File: src/rtl/slim_ctrl.sv
// rtl/slim_ctrl.sv - slime enemy behaviour controller: patrol, freeze, death and respawn
module slim_ctrl #(
    parameter logic [9:0] X_MIN          = 10'd100,
    parameter logic [9:0] X_MAX          = 10'd500,
    parameter logic [8:0] Y_POS          = 9'd300,
    parameter logic [9:0] SPEED          = 10'd2,
    parameter logic [7:0] FREEZE_FRAMES  = 8'd120,
    parameter logic [7:0] DIE_FRAMES     = 8'd16,
    parameter logic [7:0] RESPAWN_FRAMES = 8'd180
) (
    input  logic       clk,
    input  logic       rst,
    input  logic       frame_tick,
    input  logic       ice_hit,
    input  logic       broken,
    output logic [9:0] x_slim,
    output logic [8:0] y_slim,
    output logic       isfrozen,
    output logic       visible,
    output logic       dir,
    output logic [1:0] anim_frame,
    output logic       score_pulse
);

    typedef enum logic [1:0] {
        PATROL = 2'd0,
        FROZEN = 2'd1,
        DYING  = 2'd2,
        DEAD   = 2'd3
    } state_t;

    state_t     state_q, state_d;
    logic [9:0] x_q, x_d;
    logic       dir_q, dir_d;
    logic [7:0] cnt_q, cnt_d;
    logic [3:0] walk_q, walk_d;
    logic       isfrozen_q, isfrozen_d;
    logic       visible_q, visible_d;
    logic [1:0] anim_q, anim_d;
    logic       score_q, score_d;

    logic [9:0] x_fwd;
    logic [9:0] x_back;
    logic [9:0] left_limit;
    logic       cnt_last;

    // Bounds are tested before stepping so the 10-bit position never wraps.
    assign x_fwd      = x_q + SPEED;
    assign x_back     = x_q - SPEED;
    assign left_limit = X_MIN + SPEED;
    assign cnt_last   = (cnt_q == 8'd1);

    always_comb begin
        state_d = state_q;
        x_d     = x_q;
        dir_d   = dir_q;
        cnt_d   = cnt_q;
        walk_d  = walk_q;
        score_d = 1'b0;

        case (state_q)
            PATROL: begin
                if (broken) begin
                    state_d = DYING;
                    cnt_d   = DIE_FRAMES;
                    score_d = 1'b1;
                end else if (ice_hit) begin
                    state_d = FROZEN;
                    cnt_d   = FREEZE_FRAMES;
                end else if (frame_tick) begin
                    walk_d = walk_q + 4'd1;
                    if (dir_q) begin
                        if (x_fwd >= X_MAX) begin
                            x_d   = X_MAX;
                            dir_d = 1'b0;
                        end else begin
                            x_d = x_fwd;
                        end
                    end else begin
                        if (x_q <= left_limit) begin
                            x_d   = X_MIN;
                            dir_d = 1'b1;
                        end else begin
                            x_d = x_back;
                        end
                    end
                end
            end
            FROZEN: begin
                // A fresh hit restarts the freeze and swallows a coincident tick.
                if (ice_hit) begin
                    cnt_d = FREEZE_FRAMES;
                end else if (frame_tick) begin
                    if (cnt_last) begin
                        state_d = PATROL;
                    end else begin
                        cnt_d = cnt_q - 8'd1;
                    end
                end
            end
            DYING: begin
                if (frame_tick) begin
                    if (cnt_last) begin
                        state_d = DEAD;
                        cnt_d   = RESPAWN_FRAMES;
                    end else begin
                        cnt_d = cnt_q - 8'd1;
                    end
                end
            end
            DEAD: begin
                if (frame_tick) begin
                    if (cnt_last) begin
                        state_d = PATROL;
                        x_d     = X_MIN;
                        dir_d   = 1'b1;
                        walk_d  = 4'd0;
                        cnt_d   = 8'd0;
                    end else begin
                        cnt_d = cnt_q - 8'd1;
                    end
                end
            end
            default: begin
                state_d = PATROL;
            end
        endcase

        // Outputs follow the next state so they land on the same edge as the transition.
        isfrozen_d = (state_d == FROZEN);
        visible_d  = (state_d != DEAD);
        case (state_d)
            PATROL:  anim_d = {1'b0, walk_d[3]};
            FROZEN:  anim_d = 2'd2;
            DYING:   anim_d = 2'd3;
            default: anim_d = 2'd0;
        endcase
    end

    always_ff @(posedge clk) begin
        if (rst) begin
            state_q    <= PATROL;
            x_q        <= X_MIN;
            dir_q      <= 1'b1;
            cnt_q      <= 8'd0;
            walk_q     <= 4'd0;
            isfrozen_q <= 1'b0;
            visible_q  <= 1'b1;
            anim_q     <= 2'd0;
            score_q    <= 1'b0;
        end else begin
            state_q    <= state_d;
            x_q        <= x_d;
            dir_q      <= dir_d;
            cnt_q      <= cnt_d;
            walk_q     <= walk_d;
            isfrozen_q <= isfrozen_d;
            visible_q  <= visible_d;
            anim_q     <= anim_d;
            score_q    <= score_d;
        end
    end

    assign x_slim      = x_q;
    assign y_slim      = Y_POS;
    assign dir         = dir_q;
    assign isfrozen    = isfrozen_q;
    assign visible     = visible_q;
    assign anim_frame  = anim_q;
    assign score_pulse = score_q;

endmodule
File: config.mk
export PLATFORM = sky130hd
export DESIGN_NAME = slim_ctrl
export DESIGN_NICKNAME = d
export VERILOG_FILES = /design/src/rtl/slim_ctrl.sv
export SDC_FILE = /design/constraint.sdc
export NUM_CORES = 1
export LEC_CHECK = 0
export BUFFER_PORTS_ARGS = -buffer_cell sky130_fd_sc_hd__buf_4
export CAP_MARGIN = 10
export CORE_ASPECT_RATIO = 1.5
export CORE_MARGIN = 2
export CORE_UTILIZATION = 55
export DETAILED_ROUTE_END_ITERATION = 8
export PLACE_DENSITY_LB_ADDON = 0.15
export SYNTH_ARGS = -nofsm -noshare
export SYNTH_HDL_FRONTEND = slang
export SYNTH_SLANG_ARGS = --single-unit
File: constraint.sdc
create_clock -name clk -period 2.5 [get_ports clk]
set_input_delay 0.5 -clock clk [delete_from_list [all_inputs] [get_ports clk]]
set_output_delay 0.5 -clock clk [all_outputs]
set_load 0.03 [all_outputs]
==> flow_summary.yaml, run 1 <==
global_route:
  grt_pass1_wl_um: 8293
  grtUsageTotal_pct: 25.38
  grt_max_degree: 21
  overflow: 0
  antenna_found_initial: 0
  grt_pass1_vias: 1855
placed_design:
  gp_congestion: 0.9007
  hpwl_um: 3878
  place.port_buffers: 19
cts:
  ctsHtreeMaxLevel: 2
  cts_max_path_buffers: 2
  post-cts-setup-buffers: 0
  cts_made_buffers: 5
  cts_tree: "built"
  cts.sinks: 29
  insertion_delay_ns: 0.28
  root_buffer: "clkbuf_8"
  clk_pin_slew_worst_paths_ns: 0.06
logic_synthesis:
  synth-edff-count: 0
  avgSynthCellArea_um2: 7.551
  synth_xor_area_share_pct: 5.291
  yosys.area_share.simple_pct: 25.06
  synth_top_family_by_area: "compound AO/OA/AOI/OAI gates"
  synth_adder_area_share_pct: 6.977
  async_flop_share_pct: 0
  yosysSeqAreaShare_pct: 26.98
  synthCells: 285
  synth.area.mux_share_pct: 0.9302
  yosysWarningCount: 0
  synth_ff_type: "dfxtp_1"
  synth.distinct_cells: 57
  synth_compound_area_share_pct: 25.35
  ys_ff_latch: 29
  syn_area_um2: 2152
sta:
  relSlewSlack_pct: 56.46
  max_freq_ghz: 0.4293
  min_period_over_period_pct: 93.18
  fin_skew_ns: 0.004965
  rsz0062_at_grt: "false"
  final_hold_viol_count: 0
  setup_violations: 0
  drv_slew: 0
  tns_ns: 0
  worst_pin_slew_ns: 0.6430
  layout_min_cycle_time_ns: 2.329
power:
  power_leakage_nw: 0.9740
  power_density_nw_per_um2: 898.5
  vdd_drop_max_uv: 591.2
route:
  drtIter0Drc: 125
  vias: 2086
  wire_per_inst_um: 15.32
  routed_wl_um: 5284
  post-route-drc-count: 0
  drtPass1Iterations: 4
  viasPerCell: 6.046
  ant_nets: 0
cells_and_area:
  antenna_cells: 0
  multi_input_area_um2: 1416
  nNetsFinal: 318
  fill_cells: 340
  layout_commonest_cell: "dfxtp_1"
  final_cell_mix: "dfxtp_1 (29), nand2_1 (27), nor2_1 (26), buf_4 (25)"
  syn2layout_area_growth_pct: 11.34
  final_core_util_pct: 64.48
  drive_gt1_share_pct: 14.57
  seqCellArea_um2: 580.6
worst_setup_path:
  cp-end-kind: "flip-flop"
  worstSetupStartpointType: "flip-flop"
  critPathBufInv: 0
  path_class: "reg2reg"
  cp_data_arrival_time_ns: 2.50
  cp_cell_sequence: "or4_1 > or3_1 > a21oi_4 > nor2_1 > a31oi_1 > o22ai_1"
  slowest_stage: "or4_1"
  crit_path_max_incr_delay_ns: 0.66
  worstPathMaxFanout: 6
  crit_family: "simple AND/OR/NAND/NOR gates"
  cp.required_ns: 2.67
floorplanning:
  start_util_pct: 57.91
  fp.dieW_um: 55.08
  die_y_um: 80.61
  dieArea_um2: 4440
  core.rowCount: 27
  coreArea_um2: 3716
  ios: 30
min_path:
  worstHoldPathType: "reg2reg"
outcome:
  status: "complete, no violations"
job:
  cap_violations: 0
[power by group]
part | total [mW] | switching, mW | internal, mW
clock network | 0.423 | 0.175 | 0.248
logic | 1.08 | 0.670 | 0.411
registers | 0.649 | 0.0960 | 0.553
[what timing repair did]
item                       4_1_cts  5_1_grt
setup endpoints to repair        0        5
resized for setup                0        2
hold buffers                     0        0
[through the flow]
| step | hold WS (ns) | cell area (um2) | power, mW | setup slack (ns) | std cells |
|---|---|---|---|---|---|
| 5_1_grt | 0.5162 | 2396 | 2.312 | 0.05353 | 345 |
| 2_1_floorplan | 0.4492 | 2182 | 1.479 | 0.2135 | 293 |
| 4_1_cts | 0.4891 | 2386 | 2.155 | 0.03903 | 345 |
| 6_report | 0.4882 | 2396 | 2.153 | 0.1705 | 345 |
| 3_3_place_gp | 0.4621 | 2285 | 1.717 | 0.1933 | 337 |
| 3_5_place_dp | 0.4793 | 2285 | 1.722 | 0.08775 | 337 |
[final timing paths]
check / start / to / slack, ns / depth (start not counted)
worst max-delay path: cnt_q[4] / x_slim[7] / 0.17 / 6
worst min-delay path: walk_q[1] / walk_q[1] / 0.49 / 2
worst max register to register: cnt_q[4] / x_slim[7] / 0.17 / 6
worst min register to register: walk_q[1] / walk_q[1] / 0.49 / 2
[tightest hold or removal path: cells and delay by family, from the launching register on]
family / cells / cell delay [ns]
compound gates: 1 / 0.05
flops: 1 / 0.33
simple gates: 1 / 0.06
[cells in the mapped netlist, types with 8 or more instances]
library cell	number	area (um2)
inv_1	15	56.30
o21ai_0	18	90.09
ha_1	12	150.1
xnor2_1	8	70.07
a21oi_1	18	90.09
clkbuf_1	8	30.03
nand2_1	27	101.4
nor3_1	8	40.04
nor2_1	26	97.59
nand3_1	12	60.06
dfxtp_1	29	580.6
buf_4	10	75.07
nand2b_1	8	50.05
[cells by family (layout without fill, tap and decap cells)]
logic type                 count (synthesis)  after routing
and+or+nand+nor                          109            109
AOI/OAI and AO/OA                         79             79
buffers and inverters                     39             48
DFF                                       29             29
xor gates and xnor gates                  13             13
adders and majority gates                 12             12
other                                      2             10
muxes                                      2              2
[registers in the layout, indices dropped and copies added, names as in the netlist]
register / count
anim_frame: 2
dir: 1
cnt_q: 8
score_pulse: 1
walk_q: 4
visible: 1
x_slim: 9
state_q: 2
isfrozen: 1
[layer usage]
| layer | vias up | global-route usage (%) | share of wire (%) |
|---|---|---|---|
| met5 | - | 0 | 0 |
| met4 | 0 | 11.46 | 2.4 |
| met3 | 13 | 4.275 | 5.2 |
| met2 | 68 | 46.67 | 53 |
| met1 | 971 | 26.34 | 39 |
| li1 | 1034 | - | - |
[layout make-up]
class                      count  area share [%]
clock inverter                 1          0.2089
multi-input combinational    225           59.11
inverter                      15           2.350
clock buffer                   7           4.021
sequential                    29           24.23
tap                           43           2.245
timing repair buffer          25           7.833
Power figures use the tool's default switching activity.
==> run 2: changes to the inputs <==
Settings changed: MAX_ROUTING_LAYER from default to met4.
==> flow_summary.yaml, run 2 (synthesis gave the netlist of run 1 again) <==
route:
  drtPass1Iterations: 4
  drtIter0Drc: 131
  viasPerCell: 6.093
  vias: 2102
  post-route-drc-count: 0
  ant_nets: 0
  routed_wl_um: 5312
  wire_per_inst_um: 15.40
sta:
  setup_violations: 0
  rsz0062_at_grt: "false"
  fin_skew_ns: 0.004914
  worst_pin_slew_ns: 0.6338
  tns_ns: 0
  layout_min_cycle_time_ns: 2.322
  max_freq_ghz: 0.4306
  drv_slew: 0
  min_period_over_period_pct: 92.90
  relSlewSlack_pct: 57.08
  setup_ws_ns: 0.1776
  final_hold_viol_count: 0
floorplanning:
  core.rowCount: 27
  coreArea_um2: 3716
  fp.dieW_um: 55.08
  die_y_um: 80.61
  start_util_pct: 57.91
  dieArea_um2: 4440
  ios: 30
cells_and_area:
  fill_cells: 340
  largest_reg_flops: 9
  fin_cells: 345
  syn2layout_area_growth_pct: 11.34
  layout_commonest_cell: "dfxtp_1"
  antenna_cells: 0
  nNetsFinal: 318
  final_cell_mix: "dfxtp_1 (29), nand2_1 (27), nor2_1 (26), buf_4 (25)"
  drive_gt1_share_pct: 14.57
worst_setup_path:
  worstPathMaxFanout: 6
  cp.required_ns: 2.67
  cp-end-kind: "flip-flop"
  reg2regPathDepth: 6
  rrSetupSlack_ns: 0.18
  cp_data_arrival_time_ns: 2.49
  rr_endpoint: "x_slim[7]"
  path_class: "reg2reg"
  reg2reg_from: "cnt_q[4]"
  worstSetupStartpointType: "flip-flop"
cts:
  post-cts-setup-buffers: 0
  insertion_delay_ns: 0.28
  ctsHtreeMaxLevel: 2
  clk_pin_slew_worst_paths_ns: 0.06
  hold_buffers: 0
  cts_tree: "built"
  root_buffer: "clkbuf_8"
  cts_made_buffers: 5
  cts.sinks: 29
  cts_max_path_buffers: 2
placed_design:
  place_inst: 337
  place.port_buffers: 19
  hpwl_um: 3878
  gp_congestion: 0.9161
  dp_slack_ns: 0.08775
min_path:
  min-delay-start: "walk_q[1]"
  worstHoldPathType: "reg2reg"
  holdPathEnd: "walk_q[1]"
  whs_path_depth: 2
global_route:
  grt_pass1_vias: 1857
  grt_max_degree: 21
  overflow: 0
  antenna_found_initial: 0
  grtUsageTotal_pct: 26.00
  grt_pass1_wl_um: 8286
power:
  power_density_nw_per_um2: 899.6
  vdd_drop_max_uv: 594.6
  power_leakage_nw: 0.9740
outcome:
  status: "complete, no violations"
job:
  cap_violations: 0
## run 2: cell counts in the layout (fill, tap and decap cells not counted)
Identical to the previous run, type by type.
## run 2: stage by stage
stage                     area [um2]  hold slack, ns  util [%]  power [mW]
after detailed placement        2285          0.4793     61.48       1.722
after floorplan                 2182          0.4492         -       1.479
after global routing            2396          0.5162     64.48       2.312
final                           2396          0.4892     64.48       2.155
after global placement          2285          0.4621     61.48       1.717
after CTS                       2386          0.4891     64.21       2.155
## run 2: timing repair
action,in CTS,in global routing
endpoints found under the setup margin,0,5
hold endpoints to repair,0,0
gates resized for setup,0,2
## run 2: final cells by class
class                           count  area, um2  area share (%)
Clock inverter                      1      5.005          0.2089
Sequential cell                    29      580.6           24.23
Timing Repair Buffer               25      187.7           7.833
Tap cell                           43      53.80           2.245
Multi-Input combinational cell    225       1416           59.11
Inverter                           15      56.30           2.350
Clock buffer                        7      96.34           4.021
## run 2: report_power, final
part | switching [mW] | internal, mW
clock | 0.176 | 0.248
sequential | 0.0971 | 0.553
combinational | 0.670 | 0.410
## run 2: how the worst max path moves through the flow
stage,from,endpoint,slack [ns],cells after the start
3_5_place_dp,x_slim[1],x_slim[3],0.09,8
4_1_cts,x_slim[1],x_slim[3],0.04,8
6_report,cnt_q[4],x_slim[7],0.18,6
5_1_grt,x_slim[1],x_slim[3],0.05,8
3_3_place_gp,x_slim[1],x_slim[3],0.19,8
2_1_floorplan,x_slim[1],x_slim[3],0.21,8
## run 2: routing by layer
layer  vias up  global-route usage (%)  wire [um]
met4         0                   11.46        163
met3        16                   4.275        286
met2        81                   46.67       2810
met5         -                       -          0
li1       1032                       -          -
met1       973                   26.34       2051
## run 2: critical path: stages (launching register included)
cell and delay (ns):
dfxtp_1 0.34, or4_1 0.66, or3_1 0.56, a21oi_4 0.30
nor2_1 0.09, a31oi_1 0.17, o22ai_1 0.09
==> run 3: changes to the inputs <==
Settings changed: PLACE_DENSITY from default to 0.8, PLACE_DENSITY_LB_ADDON 0.15 to default.
==> flow_summary.yaml, run 3 (synthesis gave the netlist of run 1 again) <==
outcome:
  status: "complete, no violations"
cells_and_area:
  nNetsFinal: 322
  final_core_util_pct: 65.05
  antenna_cells: 0
  syn2layout_area_growth_pct: 12.33
  largest_reg_flops: 9
  drive_gt1_share_pct: 15.41
  final_cell_mix: "dfxtp_1 (29), buf_4 (29), nand2_1 (27), nor2_1 (26)"
floorplanning:
  start_util_pct: 57.91
  ios: 30
  coreArea_um2: 3716
  die_y_um: 80.61
  fp.dieW_um: 55.08
  dieArea_um2: 4440
  core.rowCount: 27
route:
  wire_per_inst_um: 15.42
  drtPass1Iterations: 5
  viasPerCell: 5.994
  vias: 2086
  routed_wl_um: 5367
  post-route-drc-count: 0
  ant_nets: 0
  drtIter0Drc: 79
worst_setup_path:
  cp.required_ns: 2.67
  path_class: "reg2reg"
  rr_endpoint: "x_slim[7]"
  worstSetupStartpointType: "flip-flop"
  worstPathMaxFanout: 6
  reg2regPathDepth: 6
  rrSetupSlack_ns: 0.25
  cp_data_arrival_time_ns: 2.42
  reg2reg_from: "cnt_q[4]"
  cp-end-kind: "flip-flop"
cts:
  cts_tree: "built"
  cts.sinks: 29
  cts_made_buffers: 5
  clk_pin_slew_worst_paths_ns: 0.06
  root_buffer: "clkbuf_8"
  post-cts-setup-buffers: 0
  cts_max_path_buffers: 2
  ctsHtreeMaxLevel: 2
  hold_buffers: 0
  insertion_delay_ns: 0.28
sta:
  min_period_over_period_pct: 90.06
  max_freq_ghz: 0.4442
  fin_skew_ns: 0.005578
  rsz0062_at_grt: "false"
  setup_ws_ns: 0.2486
  tns_ns: 0
  relSlewSlack_pct: 52.70
  drv_slew: 0
  worst_pin_slew_ns: 0.6984
  final_hold_viol_count: 0
  holdWs_ns: 0.4795
  layout_min_cycle_time_ns: 2.251
  setup_violations: 0
global_route:
  grt_pass1_wl_um: 8721
  grt_pass1_vias: 1975
  antenna_found_initial: 0
  grt_max_degree: 21
  grtUsageTotal_pct: 27.39
  overflow: 0
placed_design:
  gp_congestion: 0.9677
  hpwl_um: 4066
  dp_slack_ns: 0.1185
  place.port_buffers: 19
power:
  power.total_mw: 2.148
  seq_power_share_pct: 30.2
  p_sw_mw: 0.9432
  power.share.clock_pct: 18.0
  p_int_mw: 1.205
  swShare_pct: 43.90
  power_density_nw_per_um2: 888.8
  pwr-share-comb_pct: 51.8
  power_leakage_nw: 0.9841
  vdd_drop_max_uv: 730.5
min_path:
  worstHoldPathType: "reg2reg"
  whs_path_depth: 2
  holdPathEnd: "walk_q[1]"
  min-delay-start: "walk_q[1]"
job:
  cap_violations: 0
run 3: final cells by class:
type                       instances  area, um2
tap                               43      53.80
fill                             338       1299
clock buffer                       7      86.33
timing repair buffer              29      217.7
inverter                          15      56.30
sequential                        29      580.6
multi-input combinational        225       1423
run 3: what timing repair did:
item / 4_1_cts / 5_1_grt
setup endpoints to repair: 0 / 7
hold endpoints to repair: 0 / 0
resized for setup: 0 / 3
run 3: worst max-delay path by stage:
stage,start,end,slack (ns),cells past startpoint
6_report,cnt_q[4],x_slim[7],0.25,6
5_1_grt,cnt_q[4],anim_frame[0],0.06,7
4_1_cts,cnt_q[4],anim_frame[0],0.10,7
3_5_place_dp,cnt_q[4],anim_frame[0],0.12,7
3_3_place_gp,cnt_q[4],anim_frame[0],0.14,7
2_1_floorplan,x_slim[1],x_slim[3],0.21,8
run 3: stage by stage:
stage / cell area (um2) / instances
floorplan: 2182 / 293
global placement: 2315 / 341
detailed placement: 2315 / 341
CTS: 2401 / 348
global route: 2417 / 348
finish: 2417 / 348
run 3: worst max-delay path, cell delays in order (launching register included):
cell and delay, ns:
dfxtp_1 0.35, or4_4 0.61, or3_1 0.53, a21oi_4 0.31, nor2_1 0.09, a31oi_1 0.16, o22ai_1 0.09
run 3: per-layer routing:
metal | share of wire (%) | vias up | GRT usage, %
li1 | - | 1034 | -
met1 | 38 | 968 | 27.35
met2 | 54 | 67 | 47.86
met3 | 5.0 | 17 | 4.833
met4 | 3.2 | 0 | 15.12
met5 | 0 | - | -
run 3: power by group through the flow:
stage / clock (mW) / sequential, mW / combinational, mW
5_1_grt: 0.409 / 0.666 / 1.26
3_5_place_dp: 0 / 0.656 / 1.09
6_report: 0.386 / 0.650 / 1.11
4_1_cts: 0.388 / 0.647 / 1.10
3_3_place_gp: 0 / 0.653 / 1.06
2_1_floorplan: 0 / 0.682 / 0.797
